$ cat config.mk
export PLATFORM = sky130hd
export DESIGN_NAME = ram_port_master
export DESIGN_NICKNAME = d
export VERILOG_FILES = /design/src/rtl/ram_port_master.sv
export SDC_FILE = /design/constraint.sdc
export NUM_CORES = 1
export LEC_CHECK = 0
export ABC_AREA = 1
export BUFFER_PORTS_ARGS = -buffer_cell sky130_fd_sc_hd__buf_2
export CAP_MARGIN = 10
export CORE_MARGIN = 3
export CORE_UTILIZATION = 40
export CTS_CLUSTER_DIAMETER = 150
export DETAILED_ROUTE_END_ITERATION = 10
export HOLD_SLACK_MARGIN = 0.12
export MAX_ROUTING_LAYER = met4
export PLACE_DENSITY = 0.75
export SETUP_SLACK_MARGIN = 0.02
export SYNTH_ARGS = -nofsm -noshare
export SYNTH_HDL_FRONTEND = slang
export SYNTH_SLANG_ARGS = --single-unit
$ cat constraint.sdc
create_clock -name clk -period 1.45 [get_ports clk]
set_clock_uncertainty 0.2 [all_clocks]
set_input_delay 0.29 -clock clk [delete_from_list [all_inputs] [get_ports clk]]
set_output_delay 0.29 -clock clk [all_outputs]
set_load 0.02 [all_outputs]
$ cat src/rtl/ram_port_master.sv
// ram_port_master
// ---------------------------------------------------------------------------
// Burst initiator for a single-port RAM with synchronous write and
// combinational read. A client issues a burst command (write or read, start
// address, beat count minus one) over a valid/ready handshake. Write beats
// stream in over wr_valid/wr_ready and go straight to the RAM. Read beats are
// captured into a one-entry output buffer and leave over rd_valid/rd_ready
// with backpressure.
//
// Ports:
//   clk, rst_n                      clock, asynchronous active-low reset
//   cmd_valid/cmd_ready             command handshake
//   cmd_write, cmd_addr, cmd_len    burst type, start address, beats-1
//   wr_valid/wr_ready, wr_data      write beat stream
//   rd_valid/rd_ready, rd_data      read beat stream
//   done                            one-cycle pulse after a burst's last beat
//   ram_we, ram_addr, ram_wdata     RAM request side
//   ram_rdata                       RAM read data (combinational on ram_addr)
// ---------------------------------------------------------------------------
module ram_port_master #(
    parameter int DATA_WIDTH = 8,
    parameter int ADDR_WIDTH = 4
) (
    input  logic                  clk,
    input  logic                  rst_n,
    input  logic                  cmd_valid,
    output logic                  cmd_ready,
    input  logic                  cmd_write,
    input  logic [ADDR_WIDTH-1:0] cmd_addr,
    input  logic [ADDR_WIDTH-1:0] cmd_len,
    input  logic                  wr_valid,
    output logic                  wr_ready,
    input  logic [DATA_WIDTH-1:0] wr_data,
    output logic                  rd_valid,
    input  logic                  rd_ready,
    output logic [DATA_WIDTH-1:0] rd_data,
    output logic                  done,
    output logic                  ram_we,
    output logic [ADDR_WIDTH-1:0] ram_addr,
    output logic [DATA_WIDTH-1:0] ram_wdata,
    input  logic [DATA_WIDTH-1:0] ram_rdata
);

    typedef enum logic [1:0] {
        IDLE  = 2'd0,
        WRITE = 2'd1,
        READ  = 2'd2
    } state_t;

    state_t                  state_q, state_d;
    logic [ADDR_WIDTH-1:0]   addr_q, addr_d;
    logic [ADDR_WIDTH-1:0]   cnt_q, cnt_d;
    logic [DATA_WIDTH-1:0]   rd_data_q, rd_data_d;
    logic                    rd_valid_q, rd_valid_d;
    logic                    done_q, done_d;

    // Ungated versions of the request-side strobes; the ports are forced low
    // while reset is asserted so nothing reaches the RAM during an abort.
    logic                    cmd_ready_c;
    logic                    wr_ready_c;
    logic                    ram_we_c;
    logic [DATA_WIDTH-1:0]   ram_wdata_c;

    always_ff @(posedge clk or negedge rst_n) begin
        if (!rst_n) begin
            state_q    <= IDLE;
            addr_q     <= '0;
            cnt_q      <= '0;
            rd_data_q  <= '0;
            rd_valid_q <= 1'b0;
            done_q     <= 1'b0;
        end else begin
            state_q    <= state_d;
            addr_q     <= addr_d;
            cnt_q      <= cnt_d;
            rd_data_q  <= rd_data_d;
            rd_valid_q <= rd_valid_d;
            done_q     <= done_d;
        end
    end

    always_comb begin
        state_d     = state_q;
        addr_d      = addr_q;
        cnt_d       = cnt_q;
        rd_data_d   = rd_data_q;
        rd_valid_d  = rd_valid_q;
        done_d      = 1'b0;
        cmd_ready_c = 1'b0;
        wr_ready_c  = 1'b0;
        ram_we_c    = 1'b0;
        ram_wdata_c = '0;

        // The output buffer drains in any state; a beat left over from the
        // previous read burst may still be pending in IDLE or WRITE.
        if (rd_valid_q && rd_ready) begin
            rd_valid_d = 1'b0;
        end

        case (state_q)
            IDLE: begin
                cmd_ready_c = 1'b1;
                if (cmd_valid) begin
                    addr_d  = cmd_addr;
                    cnt_d   = cmd_len;
                    state_d = cmd_write ? WRITE : READ;
                end
            end

            WRITE: begin
                wr_ready_c  = 1'b1;
                ram_we_c    = wr_valid;
                ram_wdata_c = wr_data;
                if (wr_valid) begin
                    addr_d = addr_q + 1'b1;
                    cnt_d  = cnt_q - 1'b1;
                    if (cnt_q == '0) begin
                        done_d  = 1'b1;
                        state_d = IDLE;
                    end
                end
            end

            READ: begin
                // Capture whenever the buffer is empty or being emptied this
                // edge, which gives one beat per cycle under rd_ready = 1.
                if (!rd_valid_q || rd_ready) begin
                    rd_data_d  = ram_rdata;
                    rd_valid_d = 1'b1;
                    addr_d     = addr_q + 1'b1;
                    cnt_d      = cnt_q - 1'b1;
                    if (cnt_q == '0) begin
                        done_d  = 1'b1;
                        state_d = IDLE;
                    end
                end
            end

            default: begin
                state_d = IDLE;
            end
        endcase
    end

    assign cmd_ready = cmd_ready_c & rst_n;
    assign wr_ready  = wr_ready_c & rst_n;
    assign ram_we    = ram_we_c & rst_n;
    assign ram_wdata = rst_n ? ram_wdata_c : '0;
    assign ram_addr  = addr_q;
    assign rd_data   = rd_data_q;
    assign rd_valid  = rd_valid_q;
    assign done      = done_q;

endmodule

==> Yosys cells after proc, flatten, opt, wreduce, memory -nomap -nowiden <==
Index checks and enable logic that the tools add are counted.
{ "totals": {"ff_bits": 20, "elab_cells": 51, "output_inout_bits": 25, "input_bits": 30} }
{ "classes": {"addsub": 2, "eq_ne": 5, "bitwise_logic": 3, "n_reduce_logical": 9, "mux": 26} }
{ "op_table": {"columns": ["op", "n"], "rows": [
  ["4-bit 2-to-1 mux", 6],
  ["4-bit one-hot mux with 3 select lines", 2],
  ["8-bit 2-to-1 mux", 2],
  ["2-bit 2-to-1 mux", 5],
  ["1-bit 2-to-1 mux", 9],
  ["2-bit != test, second input constant", 3],
  ["2-bit one-hot mux with 3 select lines", 1],
  ["4-bit by 1-bit adder with 4-bit output, second input constant", 1],
  ["4-bit zero test", 1],
  ["4-bit AND reduction", 1],
  ["4-bit by 1-bit subtractor with 4-bit output, second input constant", 1],
  ["1-bit bitwise AND", 3],
  ["3-bit AND reduction", 1],
  ["3-bit nonzero test", 1],
  ["2-bit by 1-bit equality test with 1-bit output, second input constant", 1],
  ["2-bit equality test, second input constant", 1],
  ["2-bit zero test", 1],
  ["1-bit one-hot mux with 2 select lines", 1],
  ["2-bit AND reduction", 1],
  ["1-bit logical AND", 1],
  ["1-bit zero test", 1],
  ["1-bit logical OR", 1]
]} }

==> Longest topological paths before layout <==
Gate-level depths: netlist (run 1).
{ "depth": {"word_depth": 4, "ltp_mapped": 9} }

==> Worst setup path before layout (run 1) <==
OpenSTA, ideal clock, no wires.
{ "synth_timing": {"path_type": "register to output", "start": "register state_q[1]", "end": "output ram_wdata[0]", "arrival_ns": 1.106, "setup_slack_ns": -0.146, "stages_incl_launch_ff": 5, "required_time_ns": 0.960, "cell_sequence": "dfrtp_1 inv_1 ha_1 nand2_1 nor2_1"} }
{ "synth_between": {"elab_chain_cells": 3} }
{ "synth_rtl": {"columns": ["element", "line_no", "source"], "rows": [
  ["start, declared", "50", "state_t state_q, state_d;"],
  ["start signal, assigned", "73", "state_q <= state_d;"],
  ["2-bit by 1-bit equality test with 1-bit output", "100", "case (state_q)"],
  ["8-bit 2-to-1 mux", "100", null],
  ["8-bit 2-to-1 mux", "148", "assign ram_wdata = rst_n ? ram_wdata_c : '0;"],
  ["end, declared", "40", "output logic [DATA_WIDTH-1:0] ram_wdata,"]
]} }
No other way between the ends.

==> Worst setup path after layout (run 1) <==
{ "layout_timing": {"start": "register state_q[1]", "end": "output ram_we"} }
{ "layout_between": {"elab_chain_cells": 3} }
{ "layout_rtl": {"columns": ["element", "line_no", "source"], "rows": [
  ["2-bit by 1-bit equality test with 1-bit output", "100", null],
  ["1-bit 2-to-1 mux", "100", null],
  ["1-bit bitwise AND", "147", "assign ram_we = ram_we_c & rst_n;"],
  ["end, declared", "38", "output logic ram_we,"]
]} }
No other way between the ends.

==> run_results.csv, run 1 <==
group,metric,value,unit
critical_path,cp.required,960,ps
route,drtAntennaViolNets,0,
critical_path,cp-end-kind,"primary output",
timing,hold_violations,0,
critical_path,critPathKind,"reg2out",
pwr,cellLeakagePower,1.21,nW
logic_synthesis,ys_types,20,
critical_path,slowest_delay,410,ps
global_routing,grt-ovfl-total,0,
logic_synthesis,synth_seq_cells,20,
critical_path,startpoint_type,"flip-flop",
critical_path,worstPathArrival,1370,ps
timing,max_freq,0.539,GHz
clock_tree,clk_path_buf_depth,2,
route,first_pass_iters,4,
route,wl,4.24,mm
floorplanning,die_area,0.00374,mm^2
global_routing,grt.total_usage,22.7,%
status,violations,"setup timing",
cells_and_area,multi_input_area,850,um^2
logic_synthesis,synthCells,169,
cells_and_area,nets,304,
clock_tree,cts_tree,"built",
timing,setup_ws,-406,ps
status,status,"complete, but fails checks",
pwr,peakVddDrop,0.00123,V
route,drc,0,
timing,fin_crit_sh,128,%
cells_and_area,syn2layout_area_growth,86.7,%
floorplanning,rows,19,
placed_design,hpwl,2.35,mm
floorplanning,dieHeight,61.2,um
placed_design,gp_routability_congestion,0.809,
placed_design,port_buffers,54,
clock_tree,clk_latency,320,ps
timing,finalCriticalPeriod,1860,ps
cells_and_area,regArea,500,um^2
route,drt_iter0_drc,29,
timing,rsz0062_at_grt,"true",
logic_synthesis,ys_async_sr_fraction,100,%
route,wl_per_cell,14.3,um
clock_tree,root_buffer,"clkbuf_4",
logic_synthesis,syn-num-nets,206,
route,num_vias,1468,
global_routing,gr-max-usage-layer,"met2",
clock_tree,cts_max_level,1,
global_routing,met1_usage,22.9,%
critical_path,path_max_fanout,5,
timing,finalSetupViolCount,30,
logic_synthesis,synthesis.area,0.00122,mm^2
worst_hold_path,hold_class,"in2reg",
global_routing,antenna_found_initial,0,
logic_synthesis,avgSynthCellArea,7.20,um^2
global_routing,grt_pass1_vias,1475,
floorplanning,initial_core_util,43.0,%
cells_and_area,layout-drive-gt1-share,50.4,%
clock_tree,numCtsBuffers,3,
placed_design,dpl_worst_slack,-129,ps
logic_synthesis,ys_seq_area_share,41.1,%
floorplanning,design.core.area,0.00283,mm^2
global_routing,grt_pass1_wl,6.11,mm
critical_path,cpMaxStageDelayCell,"dfrtp_1",
clock_tree,path_clk_slew,130,ps
logic_synthesis,yosys_warnings,0,
logic_synthesis,synthFlopType,"dfrtp_1",
timing,fin_setup_tns,-5640,ps
floorplanning,die_w,61.2,um
global_routing,use_met2,43.2,%
pwr,power.density,2040,mW/mm^2
logic_synthesis,synth_edf_count,0,
route,via_per_inst,4.94,
critical_path,path_cells,"inv_2 -> ha_4 -> nand2_8 -> nor2_4 -> buf_6",
job,cap_violations,0,
timing,slew_headroom,80.0,%
timing,worst_pin_slew,299,ps
cells_and_area,diodes,0,
floorplanning,pin_count,55,
timing,drv_slew,0,
global_routing,grt_util_met3,5.66,%
clock_tree,clkSinkCount,20,
cells_and_area,post-route-util,80.4,%
global_routing,grt_max_degree,20,
cells_and_area,nFillCells,194,
-- Yosys cell counts, types with 2 or more instances --
library cell,count,area (um^2)
nand3_1,15,75.1
inv_1,25,93.8
nor3_1,2,10.0
nand2_1,65,244
ha_1,7,87.6
dfrtp_1,20,500
nor2_1,15,56.3
o21ai_0,7,35.0
or2_2,2,12.5
-- metal layers --
metal,vias up,share of wire (%)
met2,63,54
met5,-,0
met3,10,6.3
met4,0,1.8
li1,709,-
met1,686,38
-- metrics by stage --
step / cell area, um^2 / total power [mW] / hold WS (ps) / cells
after floorplan: 1330 / 2.55 / -206 / 169
after global placement: 1720 / 3.24 / -61.8 / 266
after detailed placement: 1720 / 3.29 / -59.0 / 266
after CTS: 2120 / 4.14 / 135 / 293
after global routing: 2270 / 5.02 / 167 / 297
final: 2270 / 4.64 / 139 / 297
-- final timing paths --
check / start / endpoint / slack, ps / depth (start not counted)
max in group asynchronous: rst_n / state_q[1]$_DFFE_PN0P_ / 250 / 3
hold / removal: cmd_len[3] / cnt_q[3]$_DFFE_PN0P_ / 140 / 5
setup reg to reg: state_q[0]$_DFFE_PN0P_ / cnt_q[2]$_DFFE_PN0P_ / -160 / 9
min in group asynchronous: rst_n / state_q[0]$_DFFE_PN0P_ / 320 / 2
hold reg to reg: rd_data[0]$_DFFE_PN0P_ / rd_data[0]$_DFFE_PN0P_ / 300 / 2
setup / recovery: state_q[1]$_DFFE_PN0P_ / ram_we / -410 / 5
-- kinds of logic (layout without fill, tap and decap cells) --
kind of cell / count (synthesis) / count (layout) / share of synthesized area (%)
AO/OA/AOI/OAI: 7 / 7 / 2.88
adder cells (fa/ha/maj): 7 / 7 / 7.19
buffers and inverters: 30 / 125 / 10.5
flip-flops: 20 / 20 / 41.1
AND/OR/NAND/NOR: 105 / 107 / 38.3
-- power breakdown --
| group | leakage [nW] | internal [mW] | switching [mW] | total [mW] |
|---|---|---|---|---|
| clock network | 0.0279 | 0.280 | 0.203 | 0.483 |
| registers | 0.250 | 0.822 | 0.209 | 1.03 |
| logic | 0.936 | 1.40 | 1.72 | 3.12 |
| total | 1.21 | 2.50 | 2.14 | 4.64 |
-- critical path, delay by kind of cell, from the launching register on --
family	cells	cell delay [ps]
DFF	1	410
buffers and inverters	2	210
adders and majority gates	1	210
and+or+nand+nor	2	220
-- repair_timing --
action / CTS / global route
setup endpoints to repair: 33 / 33
resized for setup: 36 / 37
hold buffers: 17 / 0
endpoints found under the hold margin: 37 / 0
pin swaps: 5 / 12
gates cloned: 2 / 0
setup buffers: 4 / 4
-- registers in the layout, indices dropped and copies added, names as in the netlist --
name      count
cnt_q         4
rd_valid      1
rd_data       8
ram_addr      4
done          1
state_q       2
-- area by class of cell --
cell class	instances	share of cell area (%)
Inverter	27	4.68
Tap cell	31	1.71
Multi-Input combinational cell	121	37.4
Sequential cell	20	22.0
Clock buffer	3	0.991
Clock inverter	1	1.32
Timing Repair Buffer	94	31.9
-- layout by cell type, fill, tap and decap left out, drive strengths merged --
| master | instances |
|---|---|
| buf | 77 |
| nand2 | 68 |
| inv | 27 |
| dfrtp | 20 |
| dlygate4sd3 | 17 |
| nor2 | 17 |
| nand3 | 16 |
| ha | 7 |
| o21ai | 7 |
| clkbuf | 3 |
| nor3 | 2 |
| or2 | 2 |
| nand4 | 1 |
| nand3b | 1 |
| bufinv | 1 |
Power figures use the tool's default switching activity.
==> inputs of run 2 (changes only) <==
PLACE_DENSITY = 0.71   (was 0.75)
==> run_results.csv, run 2 (synthesis results as in run 1) <==
group,metric,value,unit
cells_and_area,mostFrequentLayoutCell,"nand2_1",
clock_tree,clkSinkCount,20,
route,first_pass_iters,4,
timing,worst_pin_slew,288,ps
timing,finalCriticalPeriod,1850,ps
cells_and_area,post-route-util,80.7,%
clock_tree,cts_tree,"built",
clock_tree,root_buffer,"clkbuf_4",
timing,setup_ws,-396,ps
cells_and_area,nets,305,
route,num_vias,1399,
placed_design,dpl_worst_slack,-137,ps
floorplanning,rows,19,
global_routing,grt_pass1_wl,5.79,mm
floorplanning,initial_core_util,43.0,%
route,via_per_inst,4.69,
job,cap_violations,0,
timing,max_freq,0.542,GHz
critical_path,path_max_fanout,5,
timing,fin_crit_sh,127,%
clock_tree,cts_max_level,1,
pwr,cellLeakagePower,1.21,nW
clock_tree,clk_path_buf_depth,2,
status,violations,"setup timing",
route,wl_per_cell,12.2,um
timing,drv_slew,0,
global_routing,grt.total_usage,21.5,%
worst_hold_path,whs_path_depth,5,
worst_hold_path,hold_class,"in2reg",
timing,slew_headroom,80.8,%
floorplanning,pin_count,55,
route,drtAntennaViolNets,0,
cells_and_area,multi_input_area,855,um^2
global_routing,grt_pass1_vias,1378,
timing,rsz0062_at_grt,"true",
timing,finalSetupViolCount,31,
clock_tree,path_clk_slew,130,ps
pwr,total_power,4.34,mW
cells_and_area,final_cell_mix,"nand2_1, buf_2, buf_6",
pwr,combPwrFrac,68.7,%
critical_path,critPathKind,"reg2out",
critical_path,cp.required,960,ps
critical_path,startpoint_type,"flip-flop",
pwr,seqPwrFrac,23.4,%
floorplanning,design.core.area,0.00283,mm^2
cells_and_area,layout-drive-gt1-share,50.6,%
cells_and_area,regArea,503,um^2
critical_path,r2r-end,"ram_addr[1]$_DFFE_PN0P_",
clock_tree,numCtsBuffers,3,
pwr,power.density,1900,mW/mm^2
pwr,p_sw,2.03,mW
floorplanning,die_area,0.00374,mm^2
timing,worst_hold_slack,160,ps
critical_path,r2r_slack,-150,ps
cells_and_area,diodes,0,
route,drt_iter0_drc,56,
status,status,"complete, but fails checks",
critical_path,worstPathArrival,1360,ps
floorplanning,dieHeight,61.2,um
cells_and_area,postLayoutCellArea,0.00228,mm^2
pwr,peakVddDrop,0.00131,V
critical_path,cp-end-kind,"primary output",
global_routing,antenna_found_initial,0,
timing,hold_violations,0,
global_routing,grt_max_degree,19,
global_routing,grt-ovfl-total,0,
clock_tree,clk_latency,320,ps
critical_path,timing.rr.start,"state_q[0]$_DFFE_PN0P_",
placed_design,gp_routability_congestion,0.769,
placed_design,port_buffers,54,
placed_design,placed_cell_area,0.00171,mm^2
critical_path,startpoint,"state_q[1]$_DFFE_PN0P_",
placed_design,hpwl,2.22,mm
cells_and_area,syn2layout_area_growth,87.5,%
critical_path,crit_end,"ram_wdata[6]",
cells_and_area,nFillCells,177,
route,wl,3.65,mm
pwr,p_sw_share,46.7,%
floorplanning,die_w,61.2,um
pwr,internal-power,2.31,mW
route,drc,0,
cells_and_area,largest_register_ffs,8,
critical_path,ff2ff_path_depth,9,
pwr,power_frac_clock,7.9,%
run 2: through the flow:
stage,cells,TNS [ps]
floorplan,169,-903
global placement,265,-1930
detailed placement,265,-2190
CTS,294,-6040
global route,298,-7310
finish,298,-5430
run 2: per-layer routing:
metal	GRT usage (%)	up-vias	share of wire, %
met5	-	-	0
met4	6.50	0	0.96
li1	-	718	-
met1	24.4	632	40
met2	37.6	45	54
met3	4.61	4	4.9
run 2: worst min path at each step:
stage	start	endpoint	slack, ps
2_1_floorplan	rst_n	cnt_q[0]$_DFFE_PN0P_	-210
3_5_place_dp	rst_n	state_q[1]$_DFFE_PN0P_	100
6_report	cmd_len[3]	cnt_q[3]$_DFFE_PN0P_	160
5_1_grt	cmd_len[3]	cnt_q[3]$_DFFE_PN0P_	190
4_1_cts	rd_ready	rd_valid$_DFF_PN0_	170
3_3_place_gp	rst_n	state_q[0]$_DFFE_PN0P_	90
run 2: cell type report:
class / instances / area share [%]
flip-flops and latches: 20 / 22.0
inverters: 27 / 4.77
clock buffers: 4 / 1.59
multi-input cells: 121 / 37.4
repair buffers: 95 / 32.5
well taps: 31 / 1.70
run 2: power by group through the flow:
| stage | Clock (mW) | Combinational, mW | Sequential [mW] |
|---|---|---|---|
| after global routing | 0.364 | 3.31 | 1.05 |
| after CTS | 0.341 | 2.69 | 1.01 |
| after global placement | 0 | 2.21 | 0.994 |
| final | 0.345 | 2.98 | 1.02 |
| after floorplan | 0 | 1.32 | 1.23 |
| after detailed placement | 0 | 2.23 | 1.01 |
run 2: worst max-delay path, cell delays in order, from the launching register on:
cell and delay, ps:
dfrtp_1 420, inv_2 100, ha_4 210, nand2_8 100, nor2_4 100, buf_6 120
run 2: timing repair:
action	in CTS	in global routing
pin swaps	15	10
endpoints found under the hold margin	37	0
gates cloned	2	0
buffers inserted	5	6
hold buffers	18	0
endpoints found under the setup margin	31	35
resized for setup	50	27
==> inputs of run 3 (changes only) <==
REMOVE_ABC_BUFFERS = 1   (was unset)
==> run_results.csv, run 3 (synthesis results as in run 1) <==
group,metric,value,unit
pwr,p_sw_share,46.0,%
critical_path,critPathKind,"reg2out",
critical_path,r2r_slack,-330,ps
timing,hold_violations,0,
clock_tree,cts_max_level,1,
global_routing,use_met2,36.7,%
clock_tree,root_buffer,"clkbuf_4",
floorplanning,pin_count,55,
clock_tree,cts_tree,"built",
global_routing,antenna_found_initial,0,
timing,finalCriticalPeriod,1900,ps
cells_and_area,stdcell_count,300,
placed_design,gp_routability_congestion,0.727,
route,via_per_inst,4.93,
timing,worst_hold_slack,189,ps
clock_tree,clkSinkCount,20,
cells_and_area,regArea,502,um^2
timing,fin_crit_sh,131,%
pwr,power.density,2000,mW/mm^2
cells_and_area,nFillCells,156,
timing,worst_pin_slew,227,ps
timing,rsz0062_at_grt,"true",
critical_path,path_cells,"inv_2 -> ha_4 -> nand2_8 -> nor2_2 -> buf_6",
timing,slew_headroom,84.8,%
cells_and_area,diodes,0,
route,drc,0,
critical_path,ff2ff_path_depth,10,
clock_tree,numCtsBuffers,3,
floorplanning,dieHeight,61.2,um
timing,drv_slew,0,
critical_path,cpMaxStageDelayCell,"dfrtp_1",
worst_hold_path,min_to,"cnt_q[3]$_DFFE_PN0P_",
pwr,combPwrFrac,67.3,%
pwr,seqPwrFrac,22.3,%
global_routing,grt_pass1_vias,1290,
cells_and_area,mostFrequentLayoutCell,"nand2_1",
route,wl_per_cell,14.9,um
pwr,peakVddDrop,0.00138,V
floorplanning,die_w,61.2,um
placed_design,place_inst,265,
critical_path,slowest_delay,410,ps
floorplanning,die_area,0.00374,mm^2
route,drtAntennaViolNets,0,
pwr,p_sw,2.09,mW
global_routing,grt_max_degree,17,
route,first_pass_iters,4,
cells_and_area,nets,307,
pwr,cellLeakagePower,1.22,nW
pwr,power_frac_clock,10.4,%
timing,max_freq,0.527,GHz
critical_path,worstPathArrival,1410,ps
worst_hold_path,min-delay-start,"cmd_len[3]",
pwr,internal-power,2.45,mW
global_routing,grt.total_usage,20.9,%
global_routing,grt_pass1_wl,5.58,mm
clock_tree,clk_path_buf_depth,2,
critical_path,startpoint_type,"flip-flop",
placed_design,hpwl,2.22,mm
critical_path,timing.rr.start,"state_q[0]$_DFFE_PN0P_",
job,cap_violations,0,
critical_path,cp.required,960,ps
route,drt_iter0_drc,45,
critical_path,cp-end-kind,"primary output",
timing,setup_ws,-447,ps
floorplanning,initial_core_util,43.0,%
cells_and_area,layout-drive-gt1-share,48.3,%
clock_tree,path_clk_slew,130,ps
floorplanning,design.core.area,0.00283,mm^2
status,violations,"setup timing",
status,status,"complete, but fails checks",
clock_tree,clk_latency,310,ps
global_routing,grt_util_met3,3.35,%
worst_hold_path,whs_path_depth,5,
cells_and_area,syn2layout_area_growth,86.5,%
global_routing,grt-ovfl-total,0,
critical_path,path_max_fanout,5,
floorplanning,rows,19,
placed_design,port_buffers,54,
critical_path,r2r-end,"ram_addr[2]$_DFFE_PN0P_",
placed_design,dpl_worst_slack,-183,ps
global_routing,gr-max-usage-layer,"met2",
pwr,total_power,4.54,mW
cells_and_area,multi_input_area,810,um^2
cells_and_area,final_cell_mix,"nand2_1, buf_2, buf_6",
route,wl,4.48,mm
timing,finalSetupViolCount,31,
cells_and_area,largest_register_ffs,8,
worst_hold_path,hold_class,"in2reg",
global_routing,met1_usage,24.8,%
route,num_vias,1479,
[run 3: power by group through the flow]
stage | Sequential (mW) | Combinational (mW) | Clock (mW)
2_1_floorplan | 1.23 | 1.12 | 0
3_3_place_gp | 1.00 | 2.04 | 0
3_5_place_dp | 1.01 | 2.07 | 0
4_1_cts | 0.994 | 2.61 | 0.468
5_1_grt | 1.04 | 3.31 | 0.501
6_report | 1.01 | 3.05 | 0.471
[run 3: critical path: cells and delay by family, from the launching register on]
| kind | cells | cell delay [ps] |
|---|---|---|
| adders and majority gates | 1 | 210 |
| buffers and inverters | 2 | 230 |
| DFF | 1 | 410 |
| and+or+nand+nor | 2 | 230 |
[run 3: what timing repair did]
item / in CTS / in global routing
endpoints found under the setup margin: 33 / 34
hold buffers: 18 / 0
pin swaps: 8 / 8
resized for setup: 49 / 48
hold endpoints to repair: 37 / 0
cloned: 1 / 1
buffers inserted: 8 / 5
[run 3: worst max-delay path by stage]
stage	start	end	slack, ps	cells after the start
2_1_floorplan	state_q[1]$_DFFE_PN0P_	ram_wdata[0]	-150	4
3_3_place_gp	state_q[0]$_DFFE_PN0P_	state_q[1]$_DFFE_PN0P_	-170	8
3_5_place_dp	state_q[0]$_DFFE_PN0P_	state_q[1]$_DFFE_PN0P_	-180	8
4_1_cts	state_q[1]$_DFFE_PN0P_	ram_wdata[4]	-320	5
5_1_grt	state_q[1]$_DFFE_PN0P_	ram_wdata[0]	-500	5
6_report	state_q[1]$_DFFE_PN0P_	ram_wdata[0]	-450	5
[run 3: metrics by stage]
step / setup TNS [ps] / util (%) / instance area [um^2]
after floorplan: -2420 / - / 1190
after global placement: -3240 / 56.8 / 1610
after detailed placement: -4010 / 56.8 / 1610
after CTS: -5770 / 73.0 / 2070
after global routing: -8830 / 80.3 / 2270
final: -7350 / 80.3 / 2270
[run 3: final cells by class]
class / instances / share of cell area (%)
clock buffers: 3 / 0.992
repair buffers: 97 / 33.4
multi-input cells: 121 / 35.6
flip-flops and latches: 20 / 22.1
inverters: 27 / 4.79
clock inverters: 1 / 1.32
well taps: 31 / 1.71
[run 3: layer usage]
layer | wire [um] | vias up
met5 | 0 | -
met4 | 138 | 0
met3 | 202 | 13
met2 | 2270 | 61
met1 | 1870 | 689
li1 | - | 716
